<file path="src/rtl/vga_box_bounce.sv">
// Bouncing box overlay for a VGA timing controller: moves a bordered box once per frame
// during vertical blanking and paints it over a flat background.
module vga_box_bounce #(
  parameter int unsigned H_ACT    = 640,
  parameter int unsigned V_ACT    = 480,
  parameter int unsigned BOX_W    = 64,
  parameter int unsigned BOX_H    = 48,
  parameter int unsigned STEP     = 2,
  parameter int unsigned BORDER   = 2,
  parameter logic [23:0] BG_COLOR = 24'h000080
) (
  input  logic        Clk25M,
  input  logic        Rst,
  input  logic [9:0]  hcount,
  input  logic [9:0]  vcount,
  input  logic        VGA_BLK,
  input  logic        VGA_VS,
  input  logic        pause,
  output logic [23:0] data_in,
  output logic        frame_tick,
  output logic        hit
);

  localparam logic [10:0] XMax   = 11'(H_ACT - BOX_W);
  localparam logic [10:0] YMax   = 11'(V_ACT - BOX_H);
  localparam logic [10:0] Step   = 11'(STEP);
  localparam logic [10:0] BoxW   = 11'(BOX_W);
  localparam logic [10:0] BoxH   = 11'(BOX_H);
  localparam logic [10:0] Border = 11'(BORDER);
  localparam logic [9:0]  XInit  = 10'((H_ACT - BOX_W) / 2);
  localparam logic [9:0]  YInit  = 10'((V_ACT - BOX_H) / 2);

  logic       vs_q, frame_tick_q, hit_q;
  logic [9:0] x_q, x_d, y_q, y_d;
  logic       dir_x_q, dir_x_d, dir_y_q, dir_y_d;
  logic [2:0] cidx_q;
  logic       bounce_x, bounce_y, frame_ev, upd;
  logic [10:0] x_ext, y_ext;

  assign frame_ev = vs_q & ~VGA_VS;
  assign upd      = frame_ev & ~pause;
  assign x_ext    = {1'b0, x_q};
  assign y_ext    = {1'b0, y_q};

  always_comb begin
    x_d      = x_q;
    dir_x_d  = dir_x_q;
    bounce_x = 1'b0;
    if (dir_x_q) begin
      if (x_ext + Step > XMax) begin
        x_d      = XMax[9:0];
        dir_x_d  = 1'b0;
        bounce_x = 1'b1;
      end else begin
        x_d = 10'(x_ext + Step);
      end
    end else begin
      if (x_ext < Step) begin
        x_d      = '0;
        dir_x_d  = 1'b1;
        bounce_x = 1'b1;
      end else begin
        x_d = 10'(x_ext - Step);
      end
    end
  end

  always_comb begin
    y_d      = y_q;
    dir_y_d  = dir_y_q;
    bounce_y = 1'b0;
    if (dir_y_q) begin
      if (y_ext + Step > YMax) begin
        y_d      = YMax[9:0];
        dir_y_d  = 1'b0;
        bounce_y = 1'b1;
      end else begin
        y_d = 10'(y_ext + Step);
      end
    end else begin
      if (y_ext < Step) begin
        y_d      = '0;
        dir_y_d  = 1'b1;
        bounce_y = 1'b1;
      end else begin
        y_d = 10'(y_ext - Step);
      end
    end
  end

  always_ff @(posedge Clk25M or posedge Rst) begin
    if (Rst) begin
      vs_q         <= 1'b1;
      frame_tick_q <= 1'b0;
      hit_q        <= 1'b0;
      x_q          <= XInit;
      y_q          <= YInit;
      dir_x_q      <= 1'b1;
      dir_y_q      <= 1'b1;
      cidx_q       <= '0;
    end else begin
      vs_q         <= VGA_VS;
      frame_tick_q <= frame_ev;
      hit_q        <= upd & (bounce_x | bounce_y);
      if (upd) begin
        x_q     <= x_d;
        y_q     <= y_d;
        dir_x_q <= dir_x_d;
        dir_y_q <= dir_y_d;
        // A double-axis bounce still advances the palette only once.
        if (bounce_x | bounce_y) cidx_q <= cidx_q + 3'd1;
      end
    end
  end

  assign frame_tick = frame_tick_q;
  assign hit        = hit_q;

  logic [10:0] h_ext, v_ext;
  logic        in_box, on_border;
  logic [23:0] box_color;

  assign h_ext = {1'b0, hcount};
  assign v_ext = {1'b0, vcount};

  always_comb begin
    in_box = (h_ext >= x_ext) && (h_ext < x_ext + BoxW) &&
             (v_ext >= y_ext) && (v_ext < y_ext + BoxH);
    on_border = (h_ext < x_ext + Border) || (h_ext >= x_ext + BoxW - Border) ||
                (v_ext < y_ext + Border) || (v_ext >= y_ext + BoxH - Border);
    case (cidx_q)
      3'd0:    box_color = 24'hFF0000;
      3'd1:    box_color = 24'h00FF00;
      3'd2:    box_color = 24'h0000FF;
      3'd3:    box_color = 24'hFFFF00;
      3'd4:    box_color = 24'h00FFFF;
      3'd5:    box_color = 24'hFF00FF;
      3'd6:    box_color = 24'hFF8000;
      default: box_color = 24'h808080;
    endcase
    if (Rst || !VGA_BLK)    data_in = 24'h000000;
    else if (in_box && on_border) data_in = 24'hFFFFFF;
    else if (in_box)        data_in = box_color;
    else                    data_in = BG_COLOR;
  end

endmodule

</file>
<file path="config.mk">
export PLATFORM = sky130hd
export DESIGN_NAME = vga_box_bounce
export DESIGN_NICKNAME = d
export VERILOG_FILES = /design/src/rtl/vga_box_bounce.sv
export SDC_FILE = /design/constraint.sdc
export NUM_CORES = 1
export LEC_CHECK = 0
export CORE_MARGIN = 3
export CORE_UTILIZATION = 39
export CTS_CLUSTER_SIZE = 28
export DETAILED_ROUTE_END_ITERATION = 10
export HOLD_SLACK_MARGIN = 0.02
export PLACE_DENSITY_LB_ADDON = 0.08
export SYNTH_ARGS = -nofsm -noshare
export SYNTH_HDL_FRONTEND = slang
export SYNTH_SLANG_ARGS = --single-unit
export TNS_END_PERCENT = 20
</file>
<file path="constraint.sdc">
create_clock -name Clk25M -period 5.45 [get_ports Clk25M]
set_input_delay 1.09 -clock Clk25M [delete_from_list [all_inputs] [get_ports Clk25M]]
set_output_delay 1.09 -clock Clk25M [all_outputs]
set_load 0.02 [all_outputs]
</file>
==> impl_metrics.ini <==
[global_route]
grt_use_met2_pct = 31.6
grt-busiest-layer = met2
antenna_found_initial = 0
grt_usage_pct = 19.2
grt_pass1_wl_mm = 18.4
globalRouteMet3Util_pct = 2.09
grt_use_met1_pct = 28.0
grt_pass1_vias = 3754
grt_max_degree = 27
globalRoute.totalOverflow = 0

[worst_setup_path]
worst_setup_path_end_kind = output port
criticalPathCategory = in -> out
start_kind = primary input
crit_fanout = 7
r2r_start = x_q[1]
startpoint = hcount[3]
worstPathArrival_ps = 4240
r2r_cells = 9
crit_required_ps = 4360

[clocking]
path_clk_slew_ps = 90
clockBufferDepth = 2
numClockSinks = 26
hold_buffers = 0
htreeDepth = 1
cts_tree = done
clock_latency_ps = 270
cts_made_buffers = 3
root_buffer = clkbuf_8

[power]
p_leak_nw = 2.21
ir_drop_v = 0.000166
power_density_nw_per_um2 = 382

[logic_synthesis]
yosys_warnings = 0
synthFlopType = dfrtp_1
async_flop_share_pct = 100
synth_edf_count = 0
syn_inst = 498
yosysSeqAreaShare_pct = 16.3
syn_area_per_cell_um2 = 8.15
syn_nets = 597
synth_cell_types = 73
synth-seq-cells = 26
syn_area_um2 = 4060

[die]
core-area_um2 = 9950
rows = 36
ios = 51
die-height_um = 108
die-area_um2 = 11700
die_w_um = 108
initial_core_util_pct = 40.7

[status]
status = finished clean

[place]
place_ws_ps = -532
place.gp.congestion = 0.843
place_inst = 680
io_buffers = 48
place_hpwl_mm = 9.14

[min_path]
hold_path.class = reg -> reg
whs_path_depth = 1
min_from = vs_q

[detailed_routing]
drt-initial-drc-count = 199
post_drt_wl_per_cell_um = 16.2
drc = 0
viasPerCell = 5.67
wl_mm = 11.1
antenna_left = 0
via_count = 3885
drtPass1Iterations = 4

[layout]
drive_gt1_share_pct = 13.8
area_growth_syn_to_layout_pct = 19.8
fill_cells = 999
diodes = 0
final_util_pct = 48.8
fin_nets = 652
stdcell_count = 685

[timing]
fin_crit_sh_pct = 97.9
rsz0062_at_grt = yes
tns_ps = 0
tightest_slew_ps = 997
setup_viol = 0
fmax_mhz = 188
hold_slack_ps = 541
final_hold_viol_count = 0
finalClockSkew_ps = 2.60
timing.final.crit_period_ps = 5330
maxSlewViolCount = 0
setup_slack_ps = 117
slew_headroom_pct = 33.5

[flow_run]
cap_violations = 0
flip-flops by register name (all words and copies together), names as in the netlist:
signal      cells
x_q             9
dir_x_q         1
y_q             9
cidx_q          3
frame_tick      1
dir_y_q         1
hit             1
vs_q            1
cell usage in the layout, fill, tap and decap left out, types with 5 or more instances in the layout:
cell type and count:
nor3_1 12, a21o_1 7, o22ai_1 5, buf_4 38, dlygate4sd2_1 23, nand4_1 8
nand2_1 24, xnor2_1 31, nand3_1 22, inv_1 38, o211ai_1 5, dfrtp_1 17
clkdlybuf4s50_1 24, nand2b_1 6, ha_1 74, a21oi_1 26, a211oi_1 6, nor2_1 37
or3_1 9, o21ai_0 21, and3_1 7, dfstp_2 9
kinds of logic after synthesis:
family,count (synthesis),share of synthesized area (%)
AND/OR/NAND/NOR,148,18.6
AO/OA/AOI/OAI,132,23.9
buffers and inverters,77,9.19
adder cells (fa/ha/maj),76,23.3
XOR/XNOR,34,7.34
flip-flops,26,16.3
multiplexers,5,1.30
worst paths after layout:
path	endpoint	slack, ps
hold / removal	frame_tick	540
hold reg to reg	frame_tick	540
max in group asynchronous	x_q[3]	3430
setup / recovery	data_in[10]	120
min in group asynchronous	y_q[8]	1420
setup reg to reg	cidx_q[1]	2110
power by group:
part | switching, mW | total (mW) | internal, mW | leakage (nW)
clock | 0.0598 | 0.124 | 0.0646 | 0.0288
combinational | 0.749 | 1.34 | 0.595 | 1.88
sequential | 0.122 | 0.386 | 0.264 | 0.301
metal layers:
layer	share of wire (%)	wire length, um
met5	0	0
met4	0.51	57
met3	5.0	552
met2	46	5060
met1	49	5420
cells in the mapped netlist (all sizes together) (8+ instances only):
cell type / instances / area (um^2)
dfrtp: 17 / 425
nand3: 22 / 110
o21ai: 22 / 114
nand2: 24 / 90.1
nor2: 38 / 143
dfstp: 9 / 236
a21oi: 27 / 135
nor3: 15 / 85.1
clkbuf: 9 / 33.8
xnor2: 31 / 272
or3: 9 / 56.3
nand4: 8 / 50.1
buf: 27 / 185
ha: 74 / 926
inv: 39 / 146
through the flow:
stage / area (um^2) / total power [mW]
2_1_floorplan: 4060 / 1.28
3_3_place_gp: 4760 / 1.64
3_5_place_dp: 4760 / 1.68
4_1_cts: 4830 / 1.83
5_1_grt: 4860 / 2.06
6_report: 4860 / 1.86
area by class of cell:
cell class | count | area (um^2) | area share, %
timing repair buffer | 86 | 739 | 15.2
tap | 133 | 166 | 3.43
multi-input combinational | 395 | 3080 | 63.4
inverter | 41 | 154 | 3.17
sequential | 26 | 662 | 13.6
clock buffer | 4 | 55.1 | 1.13
critical path: stages:
cell and delay (ps):
clkdlybuf4s50_1 430, ha_1 300, o21ai_0 160, a22oi_1 190, o31a_1 350, o311ai_2 310, buf_4 170, nand4_1 100
or4_4 480, a31oi_2 280, dlygate4sd2_1 380
timing repair:
item / 4_1_cts / 5_1_grt
setup endpoints to repair: 24 / 24
setup buffers: 0 / 1
gates resized for setup: 33 / 4
pin swaps: 0 / 2
(Power assumes the default switching activity.)
